[src/rtl/cacheline_burst_adaptor_if.sv]
// Bundle of the cache-side pmem port and the memory-side burst port.
//   slave  : view used by the adaptor (responds to pmem, drives burst strobes)
//   master : view used by the surrounding cache and memory (drives requests and beats)
// Signals:
//   pmem_read/pmem_write/pmem_address/pmem_wdata  cache request and writeback line
//   pmem_rdata/pmem_resp                          fill line and one-cycle completion
//   burst_address/burst_read/burst_write/burst_wdata  burst request and write beat
//   burst_rdata/burst_resp                        read beat and per-beat handshake
interface cacheline_burst_adaptor_if #(
  parameter int unsigned s_line = 256,
  parameter int unsigned s_beat = 64
);
  logic              pmem_read;
  logic              pmem_write;
  logic [31:0]       pmem_address;
  logic [s_line-1:0] pmem_wdata;
  logic [s_line-1:0] pmem_rdata;
  logic              pmem_resp;
  logic [31:0]       burst_address;
  logic              burst_read;
  logic              burst_write;
  logic [s_beat-1:0] burst_wdata;
  logic [s_beat-1:0] burst_rdata;
  logic              burst_resp;

  modport slave (
    input  pmem_read, pmem_write, pmem_address, pmem_wdata, burst_rdata, burst_resp,
    output pmem_rdata, pmem_resp, burst_address, burst_read, burst_write, burst_wdata
  );

  modport master (
    output pmem_read, pmem_write, pmem_address, pmem_wdata, burst_rdata, burst_resp,
    input  pmem_rdata, pmem_resp, burst_address, burst_read, burst_write, burst_wdata
  );
endinterface

[src/rtl/cacheline_burst_adaptor.sv]
// Converts one cache line fill or writeback into a burst of s_line/s_beat beats
// (low beat first) and returns the assembled line / acknowledge with a one-cycle
// pmem_resp.
// Ports:
//   clk_i  system clock, rising edge
//   rst_i  synchronous active-high reset; abandons any burst in flight
//   bus    slave view of cacheline_burst_adaptor_if (pmem port + burst port)
// All outputs come straight from registers or from a mux on registered state, so
// there is no combinational path from burst_resp to any output.
module cacheline_burst_adaptor #(
  parameter int unsigned s_line   = 256,
  parameter int unsigned s_beat   = 64,
  parameter int unsigned s_offset = 5
) (
  input  logic                      clk_i,
  input  logic                      rst_i,
  cacheline_burst_adaptor_if.slave  bus
);

  localparam int unsigned NumBeats = s_line / s_beat;
  localparam int unsigned CntW     = $clog2(NumBeats);
  localparam logic [CntW-1:0] LastBeat = CntW'(NumBeats - 1);

  typedef enum logic [1:0] {StIdle, StRead, StWrite, StDone} state_e;

  state_e                 state_q, state_d;
  logic [CntW-1:0]        cnt_q, cnt_d;
  logic [31-s_offset:0]   addr_q, addr_d;
  logic [s_line-1:0]      wline_q, wline_d;
  logic [s_line-1:0]      rdata_q, rdata_d;

  always_comb begin
    state_d = state_q;
    cnt_d   = cnt_q;
    addr_d  = addr_q;
    wline_d = wline_q;
    rdata_d = rdata_q;
    unique case (state_q)
      StIdle: begin
        // Write takes priority when both requests are raised together.
        if (bus.pmem_write) begin
          addr_d  = bus.pmem_address[31:s_offset];
          wline_d = bus.pmem_wdata;
          cnt_d   = '0;
          state_d = StWrite;
        end else if (bus.pmem_read) begin
          addr_d  = bus.pmem_address[31:s_offset];
          cnt_d   = '0;
          state_d = StRead;
        end
      end
      StRead: begin
        if (bus.burst_resp) begin
          rdata_d[cnt_q*s_beat +: s_beat] = bus.burst_rdata;
          cnt_d = cnt_q + 1'b1;
          if (cnt_q == LastBeat) state_d = StDone;
        end
      end
      StWrite: begin
        if (bus.burst_resp) begin
          cnt_d = cnt_q + 1'b1;
          if (cnt_q == LastBeat) state_d = StDone;
        end
      end
      StDone: begin
        // Requests are ignored here so the cache can drop them after pmem_resp.
        state_d = StIdle;
      end
      default: state_d = StIdle;
    endcase
  end

  always_ff @(posedge clk_i) begin
    if (rst_i) begin
      state_q <= StIdle;
      cnt_q   <= '0;
      addr_q  <= '0;
      wline_q <= '0;
      rdata_q <= '0;
    end else begin
      state_q <= state_d;
      cnt_q   <= cnt_d;
      addr_q  <= addr_d;
      wline_q <= wline_d;
      rdata_q <= rdata_d;
    end
  end

  assign bus.burst_read    = (state_q == StRead);
  assign bus.burst_write   = (state_q == StWrite);
  assign bus.pmem_resp     = (state_q == StDone);
  assign bus.pmem_rdata    = rdata_q;
  assign bus.burst_address = {addr_q, {s_offset{1'b0}}};
  // Only present a beat while writing so the bus idles at zero otherwise.
  assign bus.burst_wdata   = (state_q == StWrite) ? wline_q[cnt_q*s_beat +: s_beat] : '0;

endmodule
[src/flat_wrapper.sv]
// flat-port wrapper written by rule: the top's interface ports become plain ports
module cacheline_burst_adaptor_flat 
#(
  parameter int unsigned s_line   = 256,
  parameter int unsigned s_beat   = 64,
  parameter int unsigned s_offset = 5
)
  (clk_i, rst_i, bus_pmem_read, bus_pmem_write, bus_pmem_address, bus_pmem_wdata, bus_burst_rdata, bus_burst_resp, bus_pmem_rdata, bus_pmem_resp, bus_burst_address, bus_burst_read, bus_burst_write, bus_burst_wdata);
  cacheline_burst_adaptor_if #(.s_line(s_line), .s_beat(s_beat)) bus_i ();
  input  logic clk_i;
  input  logic rst_i;
  input wire logic [$bits(bus_i.pmem_read)-1:0] bus_pmem_read;
  input wire logic [$bits(bus_i.pmem_write)-1:0] bus_pmem_write;
  input wire logic [$bits(bus_i.pmem_address)-1:0] bus_pmem_address;
  input wire logic [$bits(bus_i.pmem_wdata)-1:0] bus_pmem_wdata;
  input wire logic [$bits(bus_i.burst_rdata)-1:0] bus_burst_rdata;
  input wire logic [$bits(bus_i.burst_resp)-1:0] bus_burst_resp;
  output wire logic [$bits(bus_i.pmem_rdata)-1:0] bus_pmem_rdata;
  output wire logic [$bits(bus_i.pmem_resp)-1:0] bus_pmem_resp;
  output wire logic [$bits(bus_i.burst_address)-1:0] bus_burst_address;
  output wire logic [$bits(bus_i.burst_read)-1:0] bus_burst_read;
  output wire logic [$bits(bus_i.burst_write)-1:0] bus_burst_write;
  output wire logic [$bits(bus_i.burst_wdata)-1:0] bus_burst_wdata;
  assign bus_i.pmem_read = bus_pmem_read;
  assign bus_i.pmem_write = bus_pmem_write;
  assign bus_i.pmem_address = bus_pmem_address;
  assign bus_i.pmem_wdata = bus_pmem_wdata;
  assign bus_i.burst_rdata = bus_burst_rdata;
  assign bus_i.burst_resp = bus_burst_resp;
  assign bus_pmem_rdata = bus_i.pmem_rdata;
  assign bus_pmem_resp = bus_i.pmem_resp;
  assign bus_burst_address = bus_i.burst_address;
  assign bus_burst_read = bus_i.burst_read;
  assign bus_burst_write = bus_i.burst_write;
  assign bus_burst_wdata = bus_i.burst_wdata;
  cacheline_burst_adaptor #(.s_line(s_line), .s_beat(s_beat), .s_offset(s_offset)) u_core (.clk_i(clk_i), .rst_i(rst_i), .bus(bus_i));
endmodule
[config.mk]
export PLATFORM = sky130hd
export DESIGN_NAME = cacheline_burst_adaptor_flat
export DESIGN_NICKNAME = d
export VERILOG_FILES = /design/src/rtl/cacheline_burst_adaptor_if.sv /design/src/rtl/cacheline_burst_adaptor.sv /design/src/flat_wrapper.sv
export SDC_FILE = /design/constraint.sdc
export NUM_CORES = 1
export LEC_CHECK = 0
export BUFFER_PORTS_ARGS = -buffer_cell sky130_fd_sc_hd__buf_2
export CAP_MARGIN = 0
export CORE_AREA = 2 2 278 280
export CTS_CLUSTER_SIZE = 8
export DETAILED_ROUTE_END_ITERATION = 8
export DIE_AREA = 0 0 280 282
export PLACE_DENSITY = 0.55
export SYNTH_ARGS = -nofsm -noshare
export SYNTH_HDL_FRONTEND = slang
export SYNTH_SLANG_ARGS = --single-unit
[constraint.sdc]
create_clock -name clk_i -period 5.7 [get_ports clk_i]
set_input_delay 0.285 -clock clk_i [delete_from_list [all_inputs] [get_ports clk_i]]
set_output_delay 0.285 -clock clk_i [all_outputs]
set_load 0.05 [all_outputs]
Word level (Yosys, flattened, before mapping):

Cells that the tools add are included.

* register bits: 543
* input bits: 357
* output and inout port bits: 355
* logic and storage cells: 39

* add/sub/neg operators: 2
* equal/unequal tests: 7
* shifts and indexed selects: 3
* mux-type cells: 13
* reduce and logical (&&, ||, !) cells: 9

Operator list (count)
* $bwmux W256: 1
* $shift A64 B34 Y256 const A: 1
* $shiftx A256 B9 Y64: 1
* $shiftx A64 B34 Y256: 1
* $mux W64: 1
* $mux W27: 2
* $neg A8 Y34: 1
* $mux W2: 7
* $eq A2 B2 Y1 const B: 3
* $pmux W2 S3: 1
* $reduce_and A2 Y1: 3
* $reduce_and A3 Y1: 2
* $ne A2 B1 Y1 const B: 2
* $pmux W2 S2: 1
* $reduce_bool A2 Y1: 2
* $ne A3 B3 Y1 const B: 1
* $add A2 B1 Y2 const B: 1
* $eq A2 B1 Y1 const B: 1
* $logic_not A2 Y1: 1
* $reduce_or A2 Y1: 1

Logic depth before layout (Yosys ltp):

* depth in word-level cells: 4
* depth in mapped cells: 10
* mapped depth without buffers: 5

Least setup slack after synthesis:

OpenSTA, ideal clock, no wires.

* path type: register -> register
* from: reg u_core.cnt_q[0]
* to: reg u_core.rdata_q[192] (netlist: u_core.bus.pmem_rdata[192])
* setup time: 0.060 ns
* data arrival time: 2.645 ns
* data required time: 5.640 ns
* setup slack: 2.994 ns
* cell stages (with the launch flop): 10
* path through: dfxtp_1 buf_2 buf_2 buf_2 inv_1 ha_1 nand4b_1 nor4_1 clkbuf_1 a22o_1

* cells in the longest elaborated chain, start to end: 3
* elaborated cells between the ends (all ways): 4

Ends and longest elaborated chain
* from (decl): line cacheline_burst_adaptor.sv:27 `logic [CntW-1:0] cnt_q, cnt_d;`
* from (signal assigned): line cacheline_burst_adaptor.sv:82 `cnt_q <= cnt_d;`
* $neg A8 Y34 *: line cacheline_burst_adaptor.sv:54 `rdata_d[cnt_q*s_beat +: s_beat] = bus.burst_rdata;`
* $shiftx A64 B34 Y256 / $shift A64 B34 Y256 (equally long branches): line cacheline_burst_adaptor.sv:54
* $bwmux W256 *: line cacheline_burst_adaptor.sv:54
* to (signal assigned): line cacheline_burst_adaptor.sv:85 `rdata_q <= rdata_d;`
* to (decl): line cacheline_burst_adaptor.sv:30 `logic [s_line-1:0] rdata_q, rdata_d;`

Every way passes the cells marked *; elsewhere a longest branch is shown, timed or not.
A chain may end at the register's enable or synchronous reset.

Final worst setup path:

* from: reg u_core.cnt_q[0]
* to: out bus_burst_wdata[33]

* cells in the longest elaborated chain, start to end: 2

Ends and longest elaborated chain
* $shiftx A256 B9 Y64: line cacheline_burst_adaptor.sv:95 `assign bus.burst_wdata = (state_q == StWrite) ? wline_q[cnt_q*s_beat +: s_beat] : '0;`
* $mux W64: line cacheline_burst_adaptor.sv:95
* to (decl): line flat_wrapper.sv:23 `output wire logic [$bits(bus_i.burst_wdata)-1:0] bus_burst_wdata;`

Every way passes these cells.

==> run metrics <==
status completed; area grow syn2layout 49.7%; Peak Freq 0.282 GHz; Worst setup EP type primary output; total CTS buffers 78; Clock Pin Slew Worst Setup and Hold Paths 0.05 ns; delay-heaviest family, CP buffers and inverters; final WL 78.1 mm; r2r startpoint u_core.cnt_q[0]; largest area contributor in the netlist dfxtp_1; Layout Utilization 0.397; dpl cells 3665; Final #Nets 3482; mux contribution to synthesized area 0.0729; clk root buf clkbuf_16; #FFs+latches synth 543; Die Height 282 um; Synth Area in XOR/XNOR 0; P_leak 12.9 nW; Crit Path Class reg -> out; Die Wd 280 um; cells after synthesis 2151; most common library cell in the layout ignoring fill and taps buf_2; total track usage 0.188; Die ar. 79000 sq um; area of the multi-input gates 8510 sq um; Final ANT Viol Nets 0; Post-Synth Simple-Gate Area 0.162; period utilization 0.622; Min-Delay Startpoint bus_pmem_write; Cell Pwr Density 387 nW/um^2; Max clock buf depth 3; H-tree Lvls 3; pre-CTS setup slack 2.22 ns; vias in the first global route 19942; first drt pass iteration count 5; core area 75700 sq um; vias per cell 4.75; Synth Area per Inst 9.33 sq um; DRC violations left 0; grt ovf 0; slowest CP cell buf_4; via count 19520; worst-path fanout max 42; Synth Area in Compound Gates 0.177; mapped cell area 20100 sq um; Routed WL per cell 19.0 um; Fillers 7482; CTS resizes 0; min cycle time layout 3.54 ns; reg2reg end u_core.bus.pmem_rdata[32]; clk_skew 0.0286 ns; Starting Density 0.265; Worst-Margin Slew 1.02 ns; HPWL after DPL 49.4 mm; Area contributors post-synth dfxtp_1 54%, nand2_1 12%, a21oi_1 8.7%; Seq/Total Area, Yosys 0.541; Core Rows 101; Slew Limit Fails 0; most frequent cells in the layout 700 x buf_2, 631 x nand2_1, 541 x dfxtp_1; Hold WS 0.182 ns; Hold Path Depth 4; Hold EP u_core.wline_q[6]; Worst setup SP type register; Critical Path RT 5.41 ns; I/O pins 712; register area 10900 sq um; initial antenna violation count 7; worst hold path class in -> reg; setup TNS 0 ns; Setup Viol. Count Final 0; Reg2Reg Setup Slack 2.32 ns; reg2reg path depth 6; Adder-Cell Fraction of Synth Area 0.00686; DR iter-0 viols 1159; worst-skew pair later-pin latency 0.60 ns; crit-path cells buf_4, mux4_2, and2_1, buf_2; synthesis warning total 0; port bufs 701; final cell count without fillers 4112; setup slack after layout 2.16 ns; share of layout cells above drive strength 1 0.287; RSZ-0062 raised after global routing false; largest net degree at the start of global routing 202; gp weighted congestion 0.797; final hold violation count 0; CTS tree done; main combinational cell family by area after synthesis compound AO/OA/AOI/OAI gates; Synth top area share 0.541; Crit path largest cell delay 0.82 ns; first-pass GRT wire length 116 mm; Worst Path Buf+Inv 2; WP data arrival 3.26 ns; CTS Sinks 543; max_cap viols 0; post-synth cell types 36; relative slew slack 0.317; Worst VDD drop 0.285 mV
[final cells by class]
| cell class | instances | share of cell area |
|---|---|---|
| antenna | 8 | 0.000666 |
| clock buffer | 84 | 0.0664 |
| clock inverter | 8 | 0.00625 |
| inverter | 5 | 0.000625 |
| multi-input combinational | 1413 | 0.283 |
| sequential | 543 | 0.362 |
| tap | 978 | 0.0407 |
| timing repair buffer | 1073 | 0.240 |
[metal layers]
| layer | share of wire | track usage | routed length (um) |
|---|---|---|---|
| met2 | 0.48 | 0.317 | 37400 |
| met1 | 0.40 | 0.218 | 31400 |
| met4 | 0.034 | 0.0812 | 2690 |
| met5 | 0 | 0 | 0 |
| met3 | 0.085 | 0.0596 | 6620 |
[per-stage QoR]
step / instance area, sq um / power, W
after floorplan: 20100 / 0.00648
final: 30100 / 0.0116
after detailed placement: 24400 / 0.00731
after global placement: 24400 / 0.00728
after global routing: 30000 / 0.0122
after CTS: 30000 / 0.0118
[state kept, by name, indices dropped and copies added (netlist names)]
signal	cells
u_core.bus.pmem_rdata	256
u_core.wline_q	256
u_core.addr_q	27
u_core.cnt_q	2
u_core.state_q	2
[power by group]
group	switching, W	internal [W]	leakage [nW]
clock	0.00173	0.00248	1.06
combinational	0.00197	0.00101	7.38
sequential	0.000240	0.00420	4.42
[kinds of logic after synthesis]
family | Yosys count
buffers and inverters | 199
flip-flops | 543
other | 1
AO/OA/AOI/OAI | 547
AND/OR/NAND/NOR | 784
adder cells (fa/ha/maj) | 11
multiplexers | 66
[cells in the mapped netlist, drive strengths merged]
cell type	n
clkbuf	149
ha	11
nand4	1
mux4	64
nor3b	1
and3	1
o21a	1
nor4	3
mux2	1
nor3	4
nand3b	1
mux2i	1
a31oi	2
a21oi	348
nand2b	2
nand3	67
nor2	2
nand4b	1
nand2	632
o31ai	1
a22o	128
buf	45
a2111o	1
nor2b	2
conb	1
nor4b	1
and2	65
a32o	64
o21ai	1
o211a	1
or4	1
inv	5
dfxtp	543
[how the worst max path moves through the flow]
stage / startpoint / slack (ns) / cells after the start / end
final: u_core.cnt_q[0] / 2.16 / 4 / bus_burst_wdata[33]
after global routing: u_core.cnt_q[0] / 1.88 / 4 / bus_burst_wdata[33]
after CTS: u_core.cnt_q[0] / 1.98 / 4 / bus_burst_wdata[33]
after detailed placement: u_core.cnt_q[0] / 2.22 / 6 / u_core.bus.pmem_rdata[19]
after global placement: u_core.cnt_q[0] / 2.28 / 6 / u_core.bus.pmem_rdata[8]
after floorplan: u_core.cnt_q[0] / 2.99 / 9 / u_core.bus.pmem_rdata[192]
[repair_timing]
action | in CTS | in global routing
hold endpoints to repair | 536 | 0
hold buffers | 347 | 0
setup buffers | 0 | 0
[worst register-to-register path, cell delays in order (launching register included)]
cell and delay, ns:
dfxtp_4 0.53, inv_1 0.21, ha_1 0.37, nand3_2 0.75
nor4_4 0.46, buf_4 0.70, a32o_1 0.30
Power figures use the tool's default switching activity.
